--- config.mk ---
export PLATFORM = sky130hd
export DESIGN_NAME = eeprom_loader
export DESIGN_NICKNAME = d
export VERILOG_FILES = /design/src/rtl/eeprom_loader.sv
export SDC_FILE = /design/constraint.sdc
export NUM_CORES = 1
export LEC_CHECK = 0
export BUFFER_PORTS_ARGS = -buffer_cell sky130_fd_sc_hd__buf_2
export CORE_MARGIN = 5
export CORE_UTILIZATION = 58
export CTS_BUF_LIST = sky130_fd_sc_hd__clkbuf_4
export DETAILED_ROUTE_END_ITERATION = 10
export PLACE_DENSITY = 0.91
export RECOVER_POWER = 25
export SLEW_MARGIN = 20
export SYNTH_ARGS = -nofsm -noshare
export SYNTH_HDL_FRONTEND = slang
export SYNTH_SLANG_ARGS = --single-unit
--- constraint.sdc ---
create_clock -name clk -period 2.55 [get_ports clk]
set_input_delay 0 -clock clk [delete_from_list [all_inputs] [get_ports clk]]
set_output_delay 0 -clock clk [all_outputs]
set_load 0.005 [all_outputs]
--- src/rtl/eeprom_loader.sv ---
// eeprom_loader: boot-time copier that reads BYTE_COUNT bytes from the SPI
// eeprom reader, packs them little-endian into 32-bit words and writes each
// word to RAM starting at BASE_ADDRESS, then raises done.
// Ports:
//   clk, reset        - CPU clock, synchronous active-high reset
//   start             - one-cycle copy request, honoured only when idle/done
//   busy, done        - copy in progress / copy finished (held until restart)
//   eeprom_address    - byte address presented to the eeprom reader
//   eeprom_strobe     - read request to the eeprom reader
//   eeprom_ready      - eeprom idle / data-valid flag
//   eeprom_data_in    - byte returned by the eeprom reader
//   mem_address       - memory_bus byte address of the word being written
//   mem_write         - memory_bus write data
//   mem_write_mask    - active-low byte mask (0 = lane written)
//   mem_bus_enable    - memory_bus request
//   mem_write_enable  - write qualifier, always equal to mem_bus_enable
//   mem_data_ready    - memory_bus completion
module eeprom_loader #(
    parameter int          BYTE_COUNT   = 512,
    parameter logic [15:0] BASE_ADDRESS = 16'hc000
) (
    input  logic        clk,
    input  logic        reset,
    input  logic        start,
    output logic        busy,
    output logic        done,
    output logic [10:0] eeprom_address,
    output logic        eeprom_strobe,
    input  logic        eeprom_ready,
    input  logic [7:0]  eeprom_data_in,
    output logic [15:0] mem_address,
    output logic [31:0] mem_write,
    output logic [3:0]  mem_write_mask,
    output logic        mem_bus_enable,
    output logic        mem_write_enable,
    input  logic        mem_data_ready
);
    localparam logic [2:0] IDLE    = 3'd0;
    localparam logic [2:0] EE_REQ  = 3'd1;
    localparam logic [2:0] EE_ACK  = 3'd2;
    localparam logic [2:0] EE_WAIT = 3'd3;
    localparam logic [2:0] WR_REQ  = 3'd4;
    localparam logic [2:0] WR_WAIT = 3'd5;
    localparam logic [2:0] DONE    = 3'd6;

    logic [2:0]  state;
    logic [11:0] count;
    logic [31:0] buffer;
    logic [11:0] count_next;
    logic [11:0] word_offset;
    logic [2:0]  lanes;

    assign count_next  = count + 12'd1;
    // Byte offset of the word holding the most recently loaded byte.
    assign word_offset = (count - 12'd1) & ~12'd3;
    // Number of loaded lanes in the current word (0 in the low bits means 4).
    assign lanes       = {count[1:0] == 2'd0, count[1:0]};

    always_ff @(posedge clk) begin
        if (reset) begin
            state            <= IDLE;
            count            <= '0;
            buffer           <= '0;
            busy             <= 1'b0;
            done             <= 1'b0;
            eeprom_address   <= '0;
            eeprom_strobe    <= 1'b0;
            mem_address      <= '0;
            mem_write        <= '0;
            mem_write_mask   <= 4'hf;
            mem_bus_enable   <= 1'b0;
            mem_write_enable <= 1'b0;
        end else begin
            case (state)
                IDLE, DONE: begin
                    if (start) begin
                        count  <= '0;
                        buffer <= '0;
                        done   <= 1'b0;
                        busy   <= 1'b1;
                        state  <= EE_REQ;
                    end
                end
                EE_REQ: begin
                    eeprom_address <= count[10:0];
                    eeprom_strobe  <= 1'b1;
                    state          <= EE_ACK;
                end
                EE_ACK: begin
                    // Ready low means the reader accepted the request.
                    if (!eeprom_ready) begin
                        eeprom_strobe <= 1'b0;
                        state         <= EE_WAIT;
                    end
                end
                EE_WAIT: begin
                    if (eeprom_ready) begin
                        buffer[8*count[1:0] +: 8] <= eeprom_data_in;
                        count <= count_next;
                        state <= (count[1:0] == 2'd3 || count_next == 12'(BYTE_COUNT)) ? WR_REQ : EE_REQ;
                    end
                end
                WR_REQ: begin
                    mem_address      <= BASE_ADDRESS + {4'd0, word_offset};
                    mem_write        <= buffer;
                    mem_write_mask   <= 4'hf << lanes;
                    mem_bus_enable   <= 1'b1;
                    mem_write_enable <= 1'b1;
                    state            <= WR_WAIT;
                end
                WR_WAIT: begin
                    if (mem_data_ready) begin
                        mem_bus_enable   <= 1'b0;
                        mem_write_enable <= 1'b0;
                        mem_write_mask   <= 4'hf;
                        buffer           <= '0;
                        if (count == 12'(BYTE_COUNT)) begin
                            busy  <= 1'b0;
                            done  <= 1'b1;
                            state <= DONE;
                        end else begin
                            state <= EE_REQ;
                        end
                    end
                end
                default: state <= IDLE;
            endcase
        end
    end
endmodule

## Yosys cells after proc, flatten, opt, wreduce, memory -nomap -nowiden

Index checks and enable logic that the tools add are counted.

| operators by class | value |
|---|---|
| order comparisons | 0 |
| eq/ne operators | 14 |
| bitwise logic cells | 0 |
| multiplexer cells | 29 |
| shifts and indexed selects | 3 |
| multipliers | 0 |
| add/sub/neg operators | 4 |
| reduce and logical (&&, ||, !) cells | 15 |
| divide/modulo/power cells | 0 |

Operators with widths:

| kind | count |
|---|---|
| $mux W32 | 3 |
| $pmux W32 S3 | 1 |
| $neg A5 Y34 | 1 |
| $shift A8 B34 Y32 const A | 1 |
| $shiftx A8 B34 Y32 | 1 |
| $bwmux W32 | 1 |
| $eq A12 B10 Y1 const B | 2 |
| $mux W12 | 2 |
| $pmux W12 S2 | 1 |
| $mux W3 | 6 |
| $pmux W3 S6 | 1 |
| $add A15 B13 Y16 const A | 1 |
| $add A12 B1 Y12 const B | 1 |
| $reduce_and A4 Y1 | 3 |
| $sub A12 B1 Y12 const B | 1 |
| $ne A2 B2 Y1 const B | 5 |
| $eq A3 B3 Y1 const B | 3 |
| $mux W1 | 8 |
| $pmux W1 S2 | 4 |
| $pmux W4 S2 | 1 |
| $reduce_bool A2 Y1 | 4 |
| $eq A3 B2 Y1 const B | 2 |
| $mux W4 | 1 |
| $reduce_and A2 Y1 | 2 |
| 9 further kinds | 9 |

| storage, ports and cells | value |
|---|---|
| ROM bits | 0 |
| RAM bits | 0 |
| bits in latches | 0 |
| output and inout bits | 68 |
| register bits after elaboration | 114 |
| memories | 0 |

## Logic depth before layout (Yosys ltp)

| depth | value |
|---|---|
| depth in word-level cells | 6 |
| gate-level depth with buffers | 7 |

## Worst setup path before layout

OpenSTA, ideal clock, no wires.

| timing path | value |
|---|---|
| kind | register to register |
| from | register count[1] |
| to | register buffer[26] |
| cell stages (with the launch flop) | 8 |
| data required time | 2.491 ns |
| data arrival time | 2.088 ns |
| setup slack | 0.403 ns |
| path through | dfxtp_1 inv_1 ha_1 nand4bb_1 clkbuf_1 nor4b_4 or4b_1 nand2_1 |

| between the ends | value |
|---|---|
| cells in the longest elaborated chain, start to end | 5 |
| elaborated cells between the ends (all ways) | 6 |
| those cells by class | add/sub: 1; shift: 2; mux: 3 |

RTL lines:

| what | line | source |
|---|---|---|
| start: declaration | 47 | `logic [11:0] count;` |
| start signal: assignment | 99 | `count <= count_next;` |
| $neg A5 Y34 * | 98 | `buffer[8*count[1:0] +: 8] <= eeprom_data_in;` |
| $shiftx A8 B34 Y32 / $shift A8 B34 Y32 (equally long branches) | 98 |  |
| $bwmux W32 * | 98 |  |
| $mux W32 * | 97 | `if (eeprom_ready) begin` |
| $pmux W32 S3 * | 74 | `case (state)` |
| end signal: indexed assignment | 98 |  |
| end: declaration | 48 | `logic [31:0] buffer;` |

Mark *: on every way between the ends. The rest lies on a longest branch, timed or not. The select of a mux whose other input is x is not followed.
A chain may end at the register's enable or synchronous reset.

## Worst setup path after layout

| timing path | value |
|---|---|
| from | register state[0] |
| to | register buffer[17] |

| between the ends | value |
|---|---|
| cells in the longest elaborated chain, start to end | 4 |
| elaborated cells between the ends (all ways) | 11 |
| those cells by class | eq/ne: 6; mux: 1; reduce/logical: 4 |

RTL lines:

| what | line | source |
|---|---|---|
| start: declaration | 46 | `logic [2:0] state;` |
| start signal: assignment | 100 | `state <= (count[1:0] == 2'd3 \|\| count_next == 12'(BYTE_COUNT)) ? WR_REQ : EE_REQ;` |
| $eq A3 B3 Y1 / $logic_not A3 Y1 (equally long branches) | 74 |  |
| $reduce_or A2 Y1 | 74 |  |
| $ne A2 B2 Y1 (no line) / $reduce_bool A3 Y1 (equally long branches) | n/a |  |
| $reduce_and A4 Y1 (no line) | n/a |  |

Parallel ways exist; a longest one is shown, timed or not.

==> out/qor.csv <==
stage;metric;value;unit
status;status;finished clean;
clock_network;cts_resized;0;
layout;final_cell_mix;109 x nand2_1, 109 x dfxtp_1, 91 x a21oi_1, 52 x buf_2, 48 x o21ai_0;
floorplanning;die_w;101;um
timing;rsz0062_at_grt;false;
worst_setup_path;cpLargestDelayFamily;compound AO/OA/AOI/OAI gates;
timing;maxSlewViolCount;0;
global_routing;grt_overflow;0;
clock_network;numCtsBuffers;9;
detailed_routing;dr.pass1.iters;5;
detailed_routing;dr.first_iter.drc_count;409;
timing;tns;0;ns
timing;slew_headroom;0.461;
place;dpl_cell_area;5240;um^2
clock_network;cts_setup_buffers;0;
detailed_routing;vias;4504;
worst_setup_path;cp_max_fo;21;
yosys;synth_ff_type;dfxtp_1;
pwr;p_int;2.05;mW
pwr;sw_frac_of_total;0.293;
clock_network;clockBufferDepth;2;
global_routing;track_usage;0.236;
place;dpl.cell_count;738;
layout;antenna_cells;0;
layout;nFillCells;673;
worst_setup_path;criticalPathCategory;flip-flop to flip-flop;
detailed_routing;post_drt_wl_per_cell;15.8;um
pwr;peakVddDrop;255;uV
clock_network;cts_num_sinks;109;
place;portBuffers;76;
yosys;syn_area;4820;um^2
floorplanning;dieArea;10200;um^2
layout;syn2layout_area_growth;12.8;%
global_routing;antenna_found_initial;0;
worst_setup_path;critPathSlowestCell;dfxtp_1;
worst_setup_path;cp_data_required_time;2.96;ns
pwr;p_leak;2.01;nW
clock_network;ctsHoldBuffers;10;
yosys;syn_inst;591;
clock_network;cts_tree;built;
floorplanning;initial_utilization;0.590;
floorplanning;die_height;101;um
detailed_routing;wl;12100;um
pwr;combPwrFrac;0.115;
detailed_routing;ant_nets;0;
layout;drive_gt1_frac;0.153;
clock_network;insertion_delay;0.47;ns
global_routing;grt_pass1_wl;19700;um
yosys;async_flop_share;0;
timing;fin_crit;2.26;ns
timing;setup_violations;0;
detailed_routing;via_per_inst;5.90;
worst_setup_path;cp.arrival;2.66;ns
layout;fin_nets;674;
timing;hold_viol;0;
layout;ff_latch_area;2180;um^2
place;globalplace.congestion;0.904;
timing;worstMarginPinSlew;0.808;ns
worst_setup_path;path_buf_inv;1;
clock_network;cts_root_buffer;clkbuf_4;
floorplanning;coreArea;8180;um^2
pwr;seqPwrFrac;0.603;
yosys;syn_area_per_cell;8.16;um^2
timing;finClkSkew;0.0244;ns
yosys;ys_warn_count;0;
worst_setup_path;cp_slowest_stage_delay;0.76;ns
place;hpwl;8460;um
global_routing;grt_pass1_vias;4244;
layout;final_area;5440;um^2
min_path;hp-class;input port to flip-flop;
floorplanning;rows;33;
layout;multiInputGateArea;2370;um^2
worst_setup_path;start_kind;flip-flop;
layout;layout.cells.non_filler;764;
run;max_cap_violations;0;
timing;clock.fmax;0.443;GHz
worst_setup_path;cp-end-kind;flip-flop;
floorplanning;num_io_pins;81;
yosys;ys_seq_elements;109;
pwr;power_switching;850;uW
global_routing;grt_start_max_net_pins;81;
detailed_routing;drc_errors;0;
yosys;synth_edf_count;0;
worst_setup_path;path_cells;nor2b_1, a211oi_2, buf_4, o21ai_0, a21oi_1;
clock_network;clk_pin_slew;0.18;ns
pwr;clkPwrFrac;0.283;
yosys;yosysSeqAreaShare;0.453;
pwr;power_density;533;nW/um^2
clock_network;h-tree-depth;3;
timing;min_period_over_period;0.885;
yosys;synth.distinct_cells;57;
-- routing by layer --
layer	track usage	vias up	share of wire
li1	-	2196	-
met1	0.305	2082	0.43
met2	0.388	195	0.47
met3	0.0461	31	0.074
met4	0.0961	0	0.023
met5	0	-	0
-- area by class of cell --
| type | instances | share of cell area |
|---|---|---|
| multi-input cells | 419 | 0.435 |
| inverters | 10 | 0.00690 |
| well taps | 105 | 0.0241 |
| flip-flops and latches | 109 | 0.401 |
| clock inverters | 6 | 0.0101 |
| clock buffers | 10 | 0.0138 |
| repair buffers | 105 | 0.109 |
-- metrics by stage --
step,setup WS [ns],power [mW],hold WS (ns),utilization
floorplan,0.403,2.01,0.154,-
detailed placement,0.343,2.09,0.304,0.641
finish,0.293,2.90,0.111,0.665
global route,0.0889,3.01,0.153,0.665
CTS,0.315,2.90,0.0913,0.669
global placement,0.477,2.08,0.310,0.641
-- cell families (layout without fill, tap and decap cells) --
group,Yosys count,count (layout),synth area share
and+or+nand+nor,217,217,0.232
other,1,4,0.000778
AOI/OAI and AO/OA,176,176,0.208
buffers and inverters,66,131,0.0602
xor gates and xnor gates,14,14,0.0254
DFF,109,109,0.453
adders and majority gates,7,7,0.0182
muxes,1,1,0.00234
-- worst paths after layout --
check / to / depth (start not counted) / startpoint / slack, ns
worst min-delay path: mem_write_mask[3]$_SDFFE_PP1P_ / 3 / reset / 0.11
worst max register to register: buffer[17]$_SDFFE_PP0P_ / 5 / state[0]$_SDFFE_PP0P_ / 0.29
worst min register to register: mem_write[21]$_SDFFE_PP0P_ / 2 / buffer[21]$_SDFFE_PP0P_ / 0.46
worst max-delay path: buffer[17]$_SDFFE_PP0P_ / 5 / state[0]$_SDFFE_PP0P_ / 0.29
-- power by group through the flow --
| stage | Clock (mW) | Combinational (mW) | Sequential [mW] |
|---|---|---|---|
| floorplan | 0 | 0.242 | 1.76 |
| global placement | 0 | 0.301 | 1.78 |
| detailed placement | 0 | 0.311 | 1.78 |
| CTS | 0.828 | 0.324 | 1.75 |
| global route | 0.899 | 0.361 | 1.75 |
| finish | 0.820 | 0.332 | 1.75 |
-- sequential cells by signal (all words and copies together), names as in the netlist, 3 cells and up --
signal / count
buffer: 32
count: 12
eeprom_address: 11
mem_address: 11
mem_write: 32
mem_write_mask: 4
state: 3
-- tightest hold or removal path, stage by stage --
cell     delay, ns
buf_2         0.09
inv_1         0.31
nand2_1       0.14
-- synth_stat cells (3+ instances only) --
master     instances  area (um^2)
nand3_1            6         30.0
o31ai_1            4         30.0
nand2_1          109          409
xnor2_1            8         70.1
o2111ai_1          5         43.8
nand4_1           19          119
buf_4              6         45.0
o41ai_1            4         35.0
o21ai_0           48          240
clkbuf_1          43          161
ha_1               7         87.6
nand4b_1           4         35.0
o211ai_1           7         52.6
or4b_2             4         40.0
inv_1             10         37.5
nor3_1            13         65.1
buf_2              4         20.0
dfxtp_1          109         2180
nor2_1            28          105
nand3b_1           3         22.5
nor2b_1            5         31.3
a21oi_1           91          455
xor2_1             6         52.6
or4b_1             4         40.0
No activity file was read; power rests on OpenSTA's default activity.
